==> src/rtl/pc_fetch_stage.sv <==
// Instruction fetch stage: owns the PC, issues imem requests and presents fetched
// instructions on the IF/ID registers, with a one-entry buffer to absorb downstream stalls.
module pc_fetch_stage #(
    parameter int                 ADDR_W     = 64,
    parameter int                 INSTR_W    = 64,
    parameter int                 STEP       = 8,
    parameter int                 ALIGN_BITS = 3,
    parameter logic [ADDR_W-1:0]  RESET_VEC  = '0
) (
    input  logic               clk,
    input  logic               rst,
    input  logic               stall,
    input  logic               redirect_valid,
    input  logic [ADDR_W-1:0]  redirect_addr,
    input  logic               trap_valid,
    input  logic [ADDR_W-1:0]  trap_addr,
    output logic               imem_req,
    output logic [ADDR_W-1:0]  imem_addr,
    input  logic               imem_ack,
    input  logic [INSTR_W-1:0] imem_rdata,
    output logic [ADDR_W-1:0]  PC,
    output logic               if_valid,
    output logic [ADDR_W-1:0]  if_pc,
    output logic [INSTR_W-1:0] if_instr,
    output logic               misalign_err
);

    localparam logic [ADDR_W-1:0] ALIGN_MASK = ~({ADDR_W{1'b1}} << ALIGN_BITS);
    localparam logic [ADDR_W-1:0] STEP_INC   = ADDR_W'(STEP);

    typedef enum logic {FETCH, HELD} state_t;

    state_t              state, next_state;
    logic [ADDR_W-1:0]   buf_pc, next_buf_pc;
    logic [INSTR_W-1:0]  buf_instr, next_buf_instr;
    logic [ADDR_W-1:0]   next_pc, next_if_pc, target;
    logic [INSTR_W-1:0]  next_if_instr;
    logic                next_if_valid, next_misalign, redirect;

    assign imem_req  = (state == FETCH);
    assign imem_addr = PC;

    // Trap outranks branch redirect; both share one target mux.
    assign redirect = trap_valid | redirect_valid;
    assign target   = trap_valid ? trap_addr : redirect_addr;

    always_ff @(posedge clk) begin
        if (rst) begin
            state        <= FETCH;
            PC           <= RESET_VEC & ~ALIGN_MASK;
            if_valid     <= 1'b0;
            if_pc        <= '0;
            if_instr     <= '0;
            misalign_err <= 1'b0;
            buf_pc       <= '0;
            buf_instr    <= '0;
        end else begin
            state        <= next_state;
            PC           <= next_pc;
            if_valid     <= next_if_valid;
            if_pc        <= next_if_pc;
            if_instr     <= next_if_instr;
            misalign_err <= next_misalign;
            buf_pc       <= next_buf_pc;
            buf_instr    <= next_buf_instr;
        end
    end

    always_comb begin
        next_state     = state;
        next_pc        = PC;
        next_if_valid  = if_valid;
        next_if_pc     = if_pc;
        next_if_instr  = if_instr;
        next_misalign  = 1'b0;
        next_buf_pc    = buf_pc;
        next_buf_instr = buf_instr;

        if (redirect) begin
            // Redirect wins over stall and drops both the ack data and any buffered entry.
            next_state    = FETCH;
            next_pc       = target & ~ALIGN_MASK;
            next_if_valid = 1'b0;
            next_misalign = |(target & ALIGN_MASK);
        end else begin
            case (state)
                FETCH: begin
                    if (imem_ack) begin
                        next_pc = PC + STEP_INC;
                        if (!stall) begin
                            next_if_valid = 1'b1;
                            next_if_pc    = PC;
                            next_if_instr = imem_rdata;
                        end else begin
                            next_buf_pc    = PC;
                            next_buf_instr = imem_rdata;
                            next_state     = HELD;
                        end
                    end else if (!stall) begin
                        next_if_valid = 1'b0;
                    end
                end
                HELD: begin
                    if (!stall) begin
                        next_if_valid = 1'b1;
                        next_if_pc    = buf_pc;
                        next_if_instr = buf_instr;
                        next_state    = FETCH;
                    end
                end
                default: next_state = FETCH;
            endcase
        end
    end

endmodule

==> config.mk <==
export PLATFORM = sky130hd
export DESIGN_NAME = pc_fetch_stage
export DESIGN_NICKNAME = d
export VERILOG_FILES = /design/src/rtl/pc_fetch_stage.sv
export SDC_FILE = /design/constraint.sdc
export NUM_CORES = 1
export LEC_CHECK = 0
export CAP_MARGIN = 20
export CORE_MARGIN = 5
export CORE_UTILIZATION = 47
export DETAILED_ROUTE_END_ITERATION = 6
export HOLD_SLACK_MARGIN = 0.08
export MAX_ROUTING_LAYER = met4
export PLACE_DENSITY = 0.84
export SYNTH_ARGS = -nofsm -noshare
export SYNTH_HDL_FRONTEND = slang
export SYNTH_SLANG_ARGS = --single-unit
==> constraint.sdc <==
create_clock -name clk -period 3.55 [get_ports clk]
set_input_delay 0.5325 -clock clk [delete_from_list [all_inputs] [get_ports clk]]
set_output_delay 0.5325 -clock clk [all_outputs]
set_load 0.05 [all_outputs]
# --- Word level (Yosys, flattened, before mapping) ---
# Index checks and enable logic that the tools add are counted.
# W data, S select, Z words.
word_totals:
  word_cells: 45
  ff_bits: 323
op_classes:
  n_mux: 19
  n_addsub: 1
  bitwise_logic: 3
  reduce_logical: 8
  eq_ne: 5
op_table:
  columns: ["operator", "count"]
  rows:
  - ["$mux W64", 10]
  - ["$pmux W64 S2", 2]
  - ["$add A64 B4 Y64 const B", 1]
  - ["$reduce_and A4 Y1", 2]
  - ["$mux W1", 5]
  - ["$ne A2 B1 Y1 const B", 2]
  - ["$ne A2 B2 Y1 const B", 2]
  - ["$pmux W1 S2", 2]
  - ["$reduce_and A2 Y1", 2]
  - ["$reduce_or A2 Y1", 2]
  - ["$ne A3 B2 Y1 const B", 1]
  - ["$reduce_or A3 Y1", 1]
  - ["$not A1 Y1", 2]
  - ["$reduce_bool A2 Y1", 1]
  - ["$or A1 B1 Y1", 1]

# --- Logic depth before layout (Yosys ltp) ---
logic_depth:
  depth_word: 4
  mapped_depth: 9

# --- Worst setup path before layout ---
# No wires, ideal clock.
synth_path:
  path_kind: "flip-flop to flip-flop"
  from: "reg PC[3]"
  to: "reg PC[55]"
  path_slack_ns: 0.496
  t_arrival_ns: 2.980
  setup_time_ns: 0.074
  path_stages_with_launch: 9
  path_buffers: 2
  synth_period_minus_slack_ns: 3.054
  t_required_ns: 3.476
  path_cell_list: "dfxtp_1 ha_1 nand4_2 or4_1 buf_2 or3_1 buf_2 or4_1 a31oi_1"
synth_via:
  elab_chain_len: 4
synth_lines:
  columns: ["item", "line", "source"]
  rows:
  - ["start, declared", "21", "output logic [ADDR_W-1:0] PC,"]
  - ["start signal, assigned", "50", "PC <= RESET_VEC & ~ALIGN_MASK;"]
  - ["start signal, assigned", "59", "PC <= next_pc;"]
  - ["$add A64 B4 Y64", "89", "next_pc = PC + STEP_INC;"]
  - ["$mux W64", "88", "if (imem_ack) begin"]
  - ["$mux W64", "86", "case (state)"]
  - ["$mux W64", "79", "if (redirect) begin"]
# No other way between the ends. The select of a mux whose other input is x is not followed.
# A chain may end at the register's enable or synchronous reset.

# --- Worst setup path in the final report ---
layout_path:
  from: "reg PC[6]"
  to: "reg PC[38]"
# Same word-level chain as after synthesis.

==> impl_metrics.py <==
metrics = {
    "logic_synthesis": {
        "yosys_warnings": 0,
        "synth_top_cell_by_area": "dfxtp_1",
        "synth.distinct_cells": 62,
        "postSynthCellCount": 1837,
        "syn_area_um2": 14840,
        "yosysSeqAreaShare": 0.4237,
        "ys_ff_latch": 314,
        "synth.avg_cell_area_um2": 8.077,
        "async_reset_ff_frac": 0,
        "synth.area.top_cells": "dfxtp_1 42%, mux2i_1 8.9%, nand2_1 8.1%",
        "synth_edf_count": 0,
        "synthDominantCellAreaShare": 0.4237,
        "synth_flop_cell": "dfxtp_1",
    },
    "sta": {
        "drv_slew": 0,
        "finalSetupViolCount": 0,
        "finalSetupTns_ns": 0,
        "max_freq_mhz": 312.8,
        "tightestPinTransition_ns": 0.8346,
        "hold_viol": 0,
        "relSlewSlack": 0.4436,
        "period_share": 0.9005,
        "skew_ns": 0.01300,
        "rsz0062_at_grt": "no",
        "min_period_ns": 3.197,
    },
    "floorplanning": {
        "die-area_um2": 35220,
        "initial_core_util": 0.4726,
        "pin_count": 457,
        "core_um2": 31390,
        "dieHeight_um": 187.7,
        "row_count": 65,
        "dieWidth_um": 187.7,
    },
    "detailed_routing": {
        "route.detailed.vias_per_inst": 5.918,
        "drt_wl_total_um": 54400,
        "ant_nets": 0,
        "drt_first_pass_iters": 7,
        "drt_iter0_drc": 1384,
        "wl_per_cell_um": 21.14,
        "drc": 3,
        "vias": 15230,
    },
    "place": {
        "numPortBuffers": 447,
        "hpwlAfterDp_um": 37680,
        "gp_congestion": 0.9483,
    },
    "power": {
        "p_leak_nw": 6.539,
        "cellPowerDensity_nw_per_um2": 443.4,
        "ir_worst_vdd_mv": 0.3449,
    },
    "hold_path": {
        "worstHoldStart": "buf_pc[53]$_SDFFE_PP0P_",
        "holdPathEnd": "buf_pc[53]$_SDFFE_PP0P_",
        "holdPathStages": 2,
        "hold_class": "flop to flop",
    },
    "clock_network": {
        "clockBufferDepth": 3,
        "clk_pin_slew_worst_paths_ns": 0.06,
        "cts_sinks": 314,
        "cts-root-buf": "clkbuf_16",
        "clock_latency_ns": 0.51,
        "htreeDepth": 2,
        "holdBufCountCts": 0,
        "post_cts_buffers": 0,
        "cts_tree": "built",
        "ctsResizeCount": 0,
        "cts_buffers": 36,
    },
    "run_status": {
        "violations": "design-rule violations",
        "status": "finished, violations left",
    },
    "grt": {
        "grt_usage": 0.2984,
        "first_global_vias": 14520,
        "grt_max_degree": 147,
        "grt.overflow.total": 0,
        "grt_antenna_before_repair": 8,
        "grt_pass1_wl_um": 83060,
    },
    "finish": {
        "area_growth_pct": 36.44,
        "utilization": 0.6448,
        "final_cell_mix": "445 x clkdlybuf4s50_1, 321 x nand2_1, 313 x dfxtp_1",
        "final_common_cell": "clkdlybuf4s50_1",
        "drive_above_1_share": 0.05407,
        "nets": 2340,
    },
    "critical_path": {
        "path_class": "flop to flop",
        "reg2reg_depth": 5,
        "start_kind": "flop",
        "cp_data_required_time_ns": 3.95,
        "cp_data_arrival_time_ns": 3.60,
        "regToRegEndpoint": "PC[38]$_SDFFE_PP0P_",
        "setup.worst_path.end_class": "flop",
        "rr_startpoint": "PC[6]$_SDFFE_PP0P_",
        "path_max_fanout": 12,
        "reg2reg_slack_ns": 0.35,
    },
    "run": {
        "cap_violations": 0,
    },
}
state kept, by name, indices dropped and copies added, names as in the netlist:
register and count:
PC 61, buf_instr 64, if_instr 64, if_pc 61, state 1, misalign_err 1
if_valid 1, buf_pc 61
Yosys cell counts (3+ instances only):
cell,n
xnor2_1,5
o21ai_0,58
nand2_1,321
a21o_1,3
buf_1,12
o31a_1,4
clkbuf_2,4
nand4_1,23
o221ai_1,3
xor2_1,3
a222oi_1,6
or4_1,3
inv_1,12
or3_1,5
dfxtp_1,314
clkbuf_1,139
buf_4,72
nor3_1,26
a221o_1,3
o211ai_1,8
a22oi_1,18
and4_1,8
o22ai_1,9
nor2b_1,5
a211oi_1,142
and3_1,15
a21oi_1,183
a31oi_1,4
mux2i_1,132
nor2_1,177
o31ai_1,6
o21a_1,8
a221oi_1,8
o221a_2,5
nand3_1,31
nor4_1,21
o211a_1,4
buf_2,4
per-layer routing:
layer / part of all wire / vias to the layer above / routed length, um / global-route usage
met5: 0 / - / 0 / -
met4: 0.039 / 0 / 2108 / 0.1186
met3: 0.085 / 141 / 4607 / 0.05789
met2: 0.48 / 784 / 26010 / 0.4859
met1: 0.40 / 7239 / 21680 / 0.3667
li1: - / 7068 / - / -
report_power, final:
group / switching (mW) / total, mW / internal, mW
Combinational: 1.06 / 1.72 / 0.652
Sequential: 0.158 / 3.80 / 3.65
Clock: 1.44 / 3.46 / 2.01
how the worst max path moves through the flow:
stage	slack, ns	start	end
finish	0.35	PC[6]$_SDFFE_PP0P_	PC[38]$_SDFFE_PP0P_
global route	0.12	PC[6]$_SDFFE_PP0P_	PC[38]$_SDFFE_PP0P_
CTS	0.45	PC[6]$_SDFFE_PP0P_	PC[38]$_SDFFE_PP0P_
detailed placement	0.40	redirect_valid	if_instr[51]$_SDFFE_PP0P_
global placement	0.52	redirect_valid	if_instr[59]$_SDFFE_PP0P_
floorplan	0.50	PC[3]$_SDFFE_PP0P_	PC[55]$_SDFFE_PP0P_
cells by family (layout without fill, tap and decap cells):
| family | Yosys count | in the layout | synth area share |
|---|---|---|---|
| other cells | 1 | 17 | 0.0002528 |
| flops | 314 | 314 | 0.4237 |
| xor+xnor | 8 | 8 | 0.004723 |
| mux | 134 | 134 | 0.09057 |
| simple gates | 648 | 648 | 0.1882 |
| compound gates | 488 | 488 | 0.2113 |
| fa+ha+maj | 1 | 1 | 0.0008432 |
| buf+inv | 243 | 562 | 0.08037 |
final cells by class:
type	count	area (um^2)
Antenna cell	8	20.02
Clock buffer	52	1032
Clock inverter	9	50.05
Fill cell	2575	11150
Inverter	12	45.04
Multi-Input combinational cell	1288	7423
Sequential cell	314	6290
Tap cell	402	503.0
Timing Repair Buffer	489	4880
through the flow:
| stage | power (mW) | std cells | setup WS, ns | instance area (um^2) | hold WS [ns] |
|---|---|---|---|---|---|
| after global routing | 9.268 | 2574 | 0.1210 | 20240 | 0.4675 |
| after detailed placement | 5.581 | 2505 | 0.4020 | 19140 | 0.4465 |
| after global placement | 5.551 | 2505 | 0.5176 | 19140 | 0.4407 |
| after CTS | 9.013 | 2566 | 0.4454 | 20220 | 0.4544 |
| final | 8.976 | 2574 | 0.3531 | 20240 | 0.4517 |
| after floorplan | 4.911 | 1845 | 0.4957 | 14870 | 0.4360 |
worst max-delay path, stage by stage, from the launching register on:
cell and delay (ns):
dfxtp_1 0.49, nand3_1 0.26, nor4_1 0.73, nand4_1 0.70, or4_1 0.61, a311oi_1 0.29
Power figures use the tool's default switching activity.
